## src/rtl/iterator_table_mem_if.sv

```systemverilog
// Request/response bundle between the SIMD iterator address generator (master)
// and the per-namespace iterator table (slave).
interface iterator_table_mem_if #(
   parameter int unsigned NS_INDEX_ID_BITS  = 5,
   parameter int unsigned NS_ID_BITS        = 3,
   parameter int unsigned BASE_STRIDE_WIDTH = 4 * (NS_INDEX_ID_BITS + NS_ID_BITS)
);
   logic                          init_req;
   logic                          busy;
   logic                          rd_req;
   logic [NS_INDEX_ID_BITS-1:0]   rd_addr;
   logic                          rd_valid;
   logic [BASE_STRIDE_WIDTH-1:0]  rd_base;
   logic [BASE_STRIDE_WIDTH-1:0]  rd_stride;
   logic                          wr_req_base;
   logic [NS_INDEX_ID_BITS-1:0]   wr_addr_base;
   logic [BASE_STRIDE_WIDTH-1:0]  wr_data_base;
   logic                          wr_req_stride;
   logic [NS_INDEX_ID_BITS-1:0]   wr_addr_stride;
   logic [BASE_STRIDE_WIDTH-1:0]  wr_data_stride;
   logic                          wr_drop;

   modport master (
      output init_req, rd_req, rd_addr,
             wr_req_base, wr_addr_base, wr_data_base,
             wr_req_stride, wr_addr_stride, wr_data_stride,
      input  busy, rd_valid, rd_base, rd_stride, wr_drop
   );

   modport slave (
      input  init_req, rd_req, rd_addr,
             wr_req_base, wr_addr_base, wr_data_base,
             wr_req_stride, wr_addr_stride, wr_data_stride,
      output busy, rd_valid, rd_base, rd_stride, wr_drop
   );
endinterface

```

## src/rtl/iterator_table_mem.sv

```systemverilog
// Per-namespace base/stride table with a zeroing sweep after reset or init_req.
// ITER_TABLE_WR_FWD_EN: defined = write-first on read/write collision, undefined = read-first.
module iterator_table_mem #(
   parameter int unsigned NS_INDEX_ID_BITS  = 5,
   parameter int unsigned NS_ID_BITS        = 3,
   parameter int unsigned BASE_STRIDE_WIDTH = 4 * (NS_INDEX_ID_BITS + NS_ID_BITS)
) (
   input  logic               clk,
   input  logic               reset_n,
   iterator_table_mem_if.slave bus
);
   localparam int unsigned IW    = NS_INDEX_ID_BITS;
   localparam int unsigned W     = BASE_STRIDE_WIDTH;
   localparam int unsigned DEPTH = 1 << NS_INDEX_ID_BITS;
   localparam logic [IW-1:0] LAST = IW'(DEPTH - 1);

   typedef enum logic {CLEAR = 1'b0, IDLE = 1'b1} state_t;

   state_t          state, state_nxt;
   logic [IW-1:0]   cnt, cnt_nxt;
   logic            busy_q, wr_drop_q, rd_valid_q;
   logic [W-1:0]    rd_base_q, rd_stride_q;

   logic            init_go_c, drop_c;
   logic            base_we_c, stride_we_c;
   logic [IW-1:0]   base_wa_c, stride_wa_c;
   logic [W-1:0]    base_wd_c, stride_wd_c;
   logic [W-1:0]    rd_base_c, rd_stride_c;

   logic [W-1:0]    base_mem   [DEPTH];
   logic [W-1:0]    stride_mem [DEPTH];

   // Next state and the single write port of each bank (sweep or host write).
   always_comb begin
      state_nxt   = state;
      cnt_nxt     = cnt;
      init_go_c   = 1'b0;
      base_we_c   = 1'b0;
      stride_we_c = 1'b0;
      base_wa_c   = bus.wr_addr_base;
      stride_wa_c = bus.wr_addr_stride;
      base_wd_c   = bus.wr_data_base;
      stride_wd_c = bus.wr_data_stride;
      drop_c      = 1'b0;
      unique case (state)
         CLEAR: begin
            base_we_c   = 1'b1;
            stride_we_c = 1'b1;
            base_wa_c   = cnt;
            stride_wa_c = cnt;
            base_wd_c   = '0;
            stride_wd_c = '0;
            cnt_nxt     = cnt + IW'(1);
            if (cnt == LAST) begin
               state_nxt = IDLE;
               cnt_nxt   = '0;
            end
         end
         IDLE: begin
            if (bus.init_req) begin
               init_go_c = 1'b1;
               state_nxt = CLEAR;
               cnt_nxt   = '0;
            end else begin
               base_we_c   = bus.wr_req_base;
               stride_we_c = bus.wr_req_stride;
            end
         end
         default: begin
            state_nxt = CLEAR;
            cnt_nxt   = '0;
         end
      endcase
      drop_c = (bus.wr_req_base | bus.wr_req_stride) & ((state == CLEAR) | init_go_c);
   end

   always_ff @(posedge clk or negedge reset_n) begin
      if (!reset_n) begin
         state     <= CLEAR;
         cnt       <= '0;
         busy_q    <= 1'b1;
         wr_drop_q <= 1'b0;
      end else begin
         state     <= state_nxt;
         cnt       <= cnt_nxt;
         busy_q    <= (state_nxt == CLEAR);
         wr_drop_q <= drop_c;
      end
   end

   // Table storage is deliberately not reset; the sweep clears it.
   always_ff @(posedge clk) begin
      if (base_we_c)   base_mem[base_wa_c]     <= base_wd_c;
      if (stride_we_c) stride_mem[stride_wa_c] <= stride_wd_c;
   end

`ifdef ITER_TABLE_WR_FWD_EN
   // Write-first: an accepted same-cycle write to the read index wins, per bank.
   always_comb begin
      rd_base_c   = base_mem[bus.rd_addr];
      rd_stride_c = stride_mem[bus.rd_addr];
      if ((state == IDLE) && base_we_c && (base_wa_c == bus.rd_addr))
         rd_base_c = base_wd_c;
      if ((state == IDLE) && stride_we_c && (stride_wa_c == bus.rd_addr))
         rd_stride_c = stride_wd_c;
   end
`else
   always_comb begin
      rd_base_c   = base_mem[bus.rd_addr];
      rd_stride_c = stride_mem[bus.rd_addr];
   end
`endif

   always_ff @(posedge clk or negedge reset_n) begin
      if (!reset_n) begin
         rd_valid_q  <= 1'b0;
         rd_base_q   <= '0;
         rd_stride_q <= '0;
      end else begin
         rd_valid_q <= bus.rd_req;
         if (bus.rd_req) begin
            rd_base_q   <= (state == CLEAR) ? '0 : rd_base_c;
            rd_stride_q <= (state == CLEAR) ? '0 : rd_stride_c;
         end
      end
   end

   assign bus.busy      = busy_q;
   assign bus.wr_drop   = wr_drop_q;
   assign bus.rd_valid  = rd_valid_q;
   assign bus.rd_base   = rd_base_q;
   assign bus.rd_stride = rd_stride_q;
endmodule

```

## src/flat_wrapper.sv

```systemverilog
// flat-port wrapper written by rule: the top's interface ports become plain ports
module iterator_table_mem_flat 
#(
   parameter int unsigned NS_INDEX_ID_BITS  = 5,
   parameter int unsigned NS_ID_BITS        = 3,
   parameter int unsigned BASE_STRIDE_WIDTH = 4 * (NS_INDEX_ID_BITS + NS_ID_BITS)
)
  (clk, reset_n, bus_init_req, bus_rd_req, bus_rd_addr, bus_wr_req_base, bus_wr_addr_base, bus_wr_data_base, bus_wr_req_stride, bus_wr_addr_stride, bus_wr_data_stride, bus_busy, bus_rd_valid, bus_rd_base, bus_rd_stride, bus_wr_drop);
  iterator_table_mem_if #(.NS_INDEX_ID_BITS(NS_INDEX_ID_BITS), .NS_ID_BITS(NS_ID_BITS), .BASE_STRIDE_WIDTH(BASE_STRIDE_WIDTH)) bus_i ();
  input  logic clk;
  input  logic reset_n;
  input wire logic [$bits(bus_i.init_req)-1:0] bus_init_req;
  input wire logic [$bits(bus_i.rd_req)-1:0] bus_rd_req;
  input wire logic [$bits(bus_i.rd_addr)-1:0] bus_rd_addr;
  input wire logic [$bits(bus_i.wr_req_base)-1:0] bus_wr_req_base;
  input wire logic [$bits(bus_i.wr_addr_base)-1:0] bus_wr_addr_base;
  input wire logic [$bits(bus_i.wr_data_base)-1:0] bus_wr_data_base;
  input wire logic [$bits(bus_i.wr_req_stride)-1:0] bus_wr_req_stride;
  input wire logic [$bits(bus_i.wr_addr_stride)-1:0] bus_wr_addr_stride;
  input wire logic [$bits(bus_i.wr_data_stride)-1:0] bus_wr_data_stride;
  output wire logic [$bits(bus_i.busy)-1:0] bus_busy;
  output wire logic [$bits(bus_i.rd_valid)-1:0] bus_rd_valid;
  output wire logic [$bits(bus_i.rd_base)-1:0] bus_rd_base;
  output wire logic [$bits(bus_i.rd_stride)-1:0] bus_rd_stride;
  output wire logic [$bits(bus_i.wr_drop)-1:0] bus_wr_drop;
  assign bus_i.init_req = bus_init_req;
  assign bus_i.rd_req = bus_rd_req;
  assign bus_i.rd_addr = bus_rd_addr;
  assign bus_i.wr_req_base = bus_wr_req_base;
  assign bus_i.wr_addr_base = bus_wr_addr_base;
  assign bus_i.wr_data_base = bus_wr_data_base;
  assign bus_i.wr_req_stride = bus_wr_req_stride;
  assign bus_i.wr_addr_stride = bus_wr_addr_stride;
  assign bus_i.wr_data_stride = bus_wr_data_stride;
  assign bus_busy = bus_i.busy;
  assign bus_rd_valid = bus_i.rd_valid;
  assign bus_rd_base = bus_i.rd_base;
  assign bus_rd_stride = bus_i.rd_stride;
  assign bus_wr_drop = bus_i.wr_drop;
  iterator_table_mem #(.NS_INDEX_ID_BITS(NS_INDEX_ID_BITS), .NS_ID_BITS(NS_ID_BITS), .BASE_STRIDE_WIDTH(BASE_STRIDE_WIDTH)) u_core (.clk(clk), .reset_n(reset_n), .bus(bus_i));
endmodule
```

## config.mk

```make
export PLATFORM = sky130hd
export DESIGN_NAME = iterator_table_mem_flat
export DESIGN_NICKNAME = d
export VERILOG_FILES = /design/src/rtl/iterator_table_mem_if.sv /design/src/rtl/iterator_table_mem.sv /design/src/flat_wrapper.sv
export SDC_FILE = /design/constraint.sdc
export NUM_CORES = 2
export LEC_CHECK = 0
export ABC_AREA = 1
export BUFFER_PORTS_ARGS = -buffer_cell sky130_fd_sc_hd__buf_2
export CAP_MARGIN = 40
export CORE_UTILIZATION = 50
export CTS_CLUSTER_DIAMETER = 80
export CTS_CLUSTER_SIZE = 25
export DETAILED_ROUTE_END_ITERATION = 8
export PLACE_DENSITY = 0.66
export SETUP_SLACK_MARGIN = 0.2
export SYNTH_ARGS = -nofsm -noshare
export SYNTH_HDL_FRONTEND = slang
export SYNTH_SLANG_ARGS = --single-unit
```

## constraint.sdc

```tcl
create_clock -name clk -period 3.6 [get_ports clk]
set_input_delay 1.08 -clock clk [delete_from_list [all_inputs] [get_ports clk]]
set_output_delay 1.08 -clock clk [all_outputs]
set_load 0.02 [all_outputs]
```

# Word level (Yosys, flattened, before mapping)
# Memory sizes are Yosys's and may differ from the RTL's.
# Cells that the tools add are included.
# Widths: inputs -> output; s select.
# totals
ff_bits	73
latchBits	0
ram_bits	2048
rom_bits	0
inputBits	85
out_inout_bits	67
n_memories	2
# classes
n_addsub	1
n_mul	0
n_div	0
order_cmp	0
eq_ne	2
shift	0
mux	22
bitwise_logic	5
reduce_logical	0
# mem_list
name	words	width	read_ports	rd_clocked_by_memory_dff	wr	line_no	text
u_core.base_mem	32	32	1	0	1	iterator_table_mem.sv:30	logic [W-1:0] base_mem [DEPTH];
u_core.stride_mem	32	32	1	0	1	iterator_table_mem.sv:31	logic [W-1:0] stride_mem [DEPTH];
# ops
operator	count
$mux 32	4
$mux 5	4
$mux 1	10
$pmux 5 s2	1
$pmux 1 s2	3
$add 5x1->5 const B	1
$eq 5x5->1 const B	1
$ne 2x2->1 const B	1
$not 1->1	2
$or 1x1->1	2
$and 1x1->1	1

# Depth between registers and ports, before layout
# depth
ltp_word	4
ltp_mapped	13
ltp_nobuf	9

# Least setup slack after synthesis
# OpenSTA, ideal clock, no wires.
# synth_timing
path_type	input-to-reg
startpoint	input port bus_wr_req_stride
endpoint	memory u_core.stride_mem[10][0] (netlist bit) (enable)
setup_time_ns	0.421
arrival_ns	3.083
setup_slack_ns	0.095
path_stages	4
n_path_buf	0
path_cell_list	inv_1 > o21ai_0 > nand3_1 > nor2_1
# synth_between
elab_chain_cells	4
# synth_lines
item	line_no	text
start: declaration	flat_wrapper.sv:18	input wire logic [$bits(bus_i.wr_req_stride)-1:0] bus_wr_req_stride;
$mux 1	iterator_table_mem.sv:60	if (bus.init_req) begin
$pmux 1 s2	iterator_table_mem.sv:45	unique case (state)
$mux 1	iterator_table_mem.sv:94	if (stride_we_c) stride_mem[stride_wa_c] <= stride_wd_c;
$mux 1 (not written as such)	iterator_table_mem.sv:94	
end: declaration	iterator_table_mem.sv:31	
# Every way passes these cells.

# Worst setup path after layout
# layout_timing
startpoint	input port bus_wr_req_stride
endpoint	memory u_core.stride_mem[20][30] (netlist bit) (enable)
# Same word-level chain as after synthesis.

==> impl_summary.txt <==
----------------------------------------------------
[Setup path]
  Critical path arrival ... 3.24 ns
  Worst EP required ... 4.06 ns
  Worst path slowest cell ... o21ai_0
  Type of destination of the critical path ... flop
  Cell occurring most often along the worst timing path ... buf_4
  Crit path largest cell delay ... 0.64 ns
  Kind of launch point of the worst setup path ... primary input
  Critical path fanouts, max ... 26
  Class of the most critical setup path ... in -> reg
  CP Cell Sequence ... buf_2 -> inv_1 -> o21ai_0 -> buf_4 -> nand3_1 -> buf_4 -> nor2_4 -> buf_12

[GRT]
  Global-route wire length before repair ... 345000 um
  Initial antenna violation count ... 2
  Total routing resource utilization after global routing ... 0.268
  Total gr overflow ... 0
  Vias in the first global route ... 52900
  Pin count of the biggest net entering global routing ... 103

[Drt]
  Count of routing violations after the opening detailed-route iteration ... 7394
  Detail Route Antenna Nets ... 0
  Average wire length per cell after detail routing ... 24.5 um
  Number of detailed-routing iterations run before antenna repair ... 8
  Final wirelength ... 235000 um
  Residual DRC count ... 0
  Total vias in the final route ... 56300
  Routed vias/inst ... 5.87

[Power and ir drop]
  Int Pwr ... 40.4 mW
  Sw Pwr ... 16.3 mW
  Logic pwr share ... 0.181
  Pwr Density ... 595 nW/um2
  Power consumption ... 56.7 mW
  Seq pwr share ... 0.567
  Switch share ... 0.288
  Clock share of power ... 0.252
  Max VDD drop ... 0.484 mV
  Leakage power ... 35.1 nW

[Clock network]
  Later-pin clock latency in the skew report ... 0.78 ns
  Number of buffers on the longest clock path ... 3
  Deepest level of the CTS H-tree ... 3
  CTS Buf Count ... 106
  TritonCTS sink count ... 2121
  Clock tree from TritonCTS ... yes
  Post-CTS setup buffer count ... 0
  Total of cells resized after clock tree synthesis ... 0
  Clock slew seen by the registers of the worst setup and hold paths ... 0.09 ns
  CTS Root Buffer Type ... clkbuf_16
  Hold buffer count at CTS ... 0

[Timing]
  RSZ-0062 raised after global routing ... no
  Worst Setup Slack, final ... 0.813 ns
  Final Slew Violations ... 0
  Peak clock frequency supported by timing ... 0.359 GHz
  Setup violators final ... 0
  Worst hold margin ... 0.101 ns
  Worst Max-Slew Pin Slew ... 0.990 ns
  Min Clock Period, post-route ... 2.79 ns
  Final count of hold timing violations ... 0
  Max_slew headroom ... 0.339
  Period utilization ... 0.774
  Worst clock skew ... 0.0424 ns

[Layout]
  Finished layout cell area ... 95200 um2
  Number of nets at the end of the flow ... 7371
  Final core utilization ... 0.562
  Fill cell count ... 13700
  Area growth syn-to-layout ... 11.7%
  Fraction of final layout cells with drive strength greater than 1 ... 0.0965

[Yosys]
  Largest cells by area after synthesis ... edfxtp_1 (72%), nand2_1 (11%), nand3_1 (11%), dfrtp_1 (2.1%), buf_2 (1.6%)
  Proportion of synthesized chip area in sequential cells ... 0.744
  Nets in the synthesized netlist ... 7241
  Post-synthesis sequential element count ... 2121
  Share of the synthesized area in the top cell type ... 0.722
  Synth area leader ... edfxtp_1
  Gate count after technology mapping ... 7154
  Count of synthesis-stage warnings from yosys ... 0
  Post-Synthesis Cell Area ... 85200 um2
  Post-synth cell types ... 20
  Avg Inst Size Synth ... 11.9 um2

[Floorplanning]
  Count of standard-cell rows ... 151
  Floorplan Core Area ... 169000 um2
  I/O pin cnt ... 152
  Height of the die ... 415 um
  Initial standard-cell utilization of the core ... 0.503
  Die Wd ... 415 um
  Die outline area ... 172000 um2

[Place]
  Detail Placement HPWL ... 132000 um
  Instance area at placement ... 91600 um2
  Quantity of I/O buffers inserted on ports ... 151
  Placement Setup Slack ... 0.103 ns
  Final GP Congestion ... 0.846

[Worst hold path]
  Worst hold path class ... in -> async

[Run status]
  Result of the run ... finished clean

[Job]
  Max-cap check violation count ... 0

----------------------------------------------------
-- placed cells by master, fill, tap and decap left out --
cell type and count:
inv_16 3, bufinv_16 6, clkinv_2 6, clkinv_4 6
nor3_1 1, dfrtp_1 71, clkinv_8 6, buf_12 147
inv_4 2, clkinv_1 3, clkbuf_16 108, buf_6 1
a21oi_1 13, buf_4 168, dfstp_2 1, buf_2 145
o22ai_1 2, dfrtp_4 1, diode_2 1, clkinv_16 2
inv_1 85, edfxtp_1 2048, ha_1 2, xor2_1 1
nor2_4 64, clkbuf_1 39, inv_6 10, nor2_1 11
clkbuf_8 3, o21ai_0 4, clkinvlp_4 7, buf_8 3
nand3_1 1875, inv_8 7, buf_16 16, nand2_1 2509
-- flip-flops by register name (all words and copies together), names as in the netlist --
register              flops
u_core.bus.rd_base       32
u_core.base_mem        1024
u_core.cnt                5
u_core.bus.busy           1
u_core.state              1
u_core.bus.rd_valid       1
u_core.bus.wr_drop        1
u_core.stride_mem      1024
u_core.bus.rd_stride     32
-- per-layer routing --
| layer | up-vias | track usage | share of wire |
|---|---|---|---|
| met2 | 2919 | 0.438 | 0.48 |
| met4 | 0 | 0.0954 | 0.038 |
| met1 | 27600 | 0.370 | 0.40 |
| met3 | 390 | 0.0359 | 0.087 |
| met5 | - | 0 | 0 |
| li1 | 25300 | - | - |
-- cells by family after synthesis --
| family | count (synthesis) | share of synthesized area |
|---|---|---|
| DFF | 2121 | 0.744 |
| adders and majority gates | 2 | 0.000294 |
| xor gates and xnor gates | 1 | 0.000103 |
| and+or+nand+nor | 4460 | 0.224 |
| buffers and inverters | 551 | 0.0307 |
| AOI/OAI and AO/OA | 19 | 0.00115 |
-- final cells by class --
type | instances | area [um2] | share of cell area
multi-input combinational | 4482 | 19700 | 0.207
sequential | 2121 | 63300 | 0.665
timing repair buffer | 481 | 5440 | 0.0572
tap | 2218 | 2780 | 0.0292
clock inverter | 51 | 654 | 0.00688
antenna | 1 | 2.50 | 0.0000263
clock buffer | 149 | 2880 | 0.0302
inverter | 92 | 388 | 0.00408
-- worst max-delay path: cells and delay by family --
family | cells | cell delay (ns)
buf+inv | 5 | 1.16
compound gates | 1 | 0.64
simple gates | 2 | 0.31
-- synthesized netlist by cell type --
library cell and number:
nand2_1 2509, edfxtp_1 2048, nand3_1 1875, buf_2 271, clkbuf_1 99, inv_1 87
nor2_1 75, dfrtp_1 72, buf_1 48, buf_4 27, buf_6 14, a21oi_1 13
inv_2 4, o21ai_0 4, ha_1 2, o22ai_1 2, dfstp_2 1, inv_4 1
nor3_1 1, xor2_1 1
-- stage by stage --
stage	setup TNS, ns	std cells
6_report	0	9595
5_1_grt	0	9595
4_1_cts	0	9592
3_5_place_dp	0	9392
3_3_place_gp	-189.89	9376
2_1_floorplan	0	7154
-- power by group through the flow --
stage	logic (mW)	registers [mW]	clock network, mW
finish	10.3	32.1	14.3
floorplan	4.63	32.7	0
CTS	10.2	32.1	14.4
global placement	9.95	32.6	0
global route	10.9	32.4	15.2
detailed placement	10.2	32.7	0
-- path summary, 6_finish.rpt --
kind,from,endpoint,slack [ns],cells past startpoint
setup / recovery,bus_wr_req_stride,u_core.stride_mem[20][30],0.81,8
min in group clk,bus_rd_req,u_core.bus.rd_valid,0.45,1
hold reg to reg,u_core.bus.rd_stride[18],u_core.bus.rd_stride[18],0.48,2
setup reg to reg,u_core.state,u_core.base_mem[23][23],0.91,3
hold / removal,reset_n,u_core.bus.rd_stride[27],0.10,1
max in group asynchronous,reset_n,u_core.bus.rd_base[8],2.46,3
No activity file was read; power rests on OpenSTA's default activity.
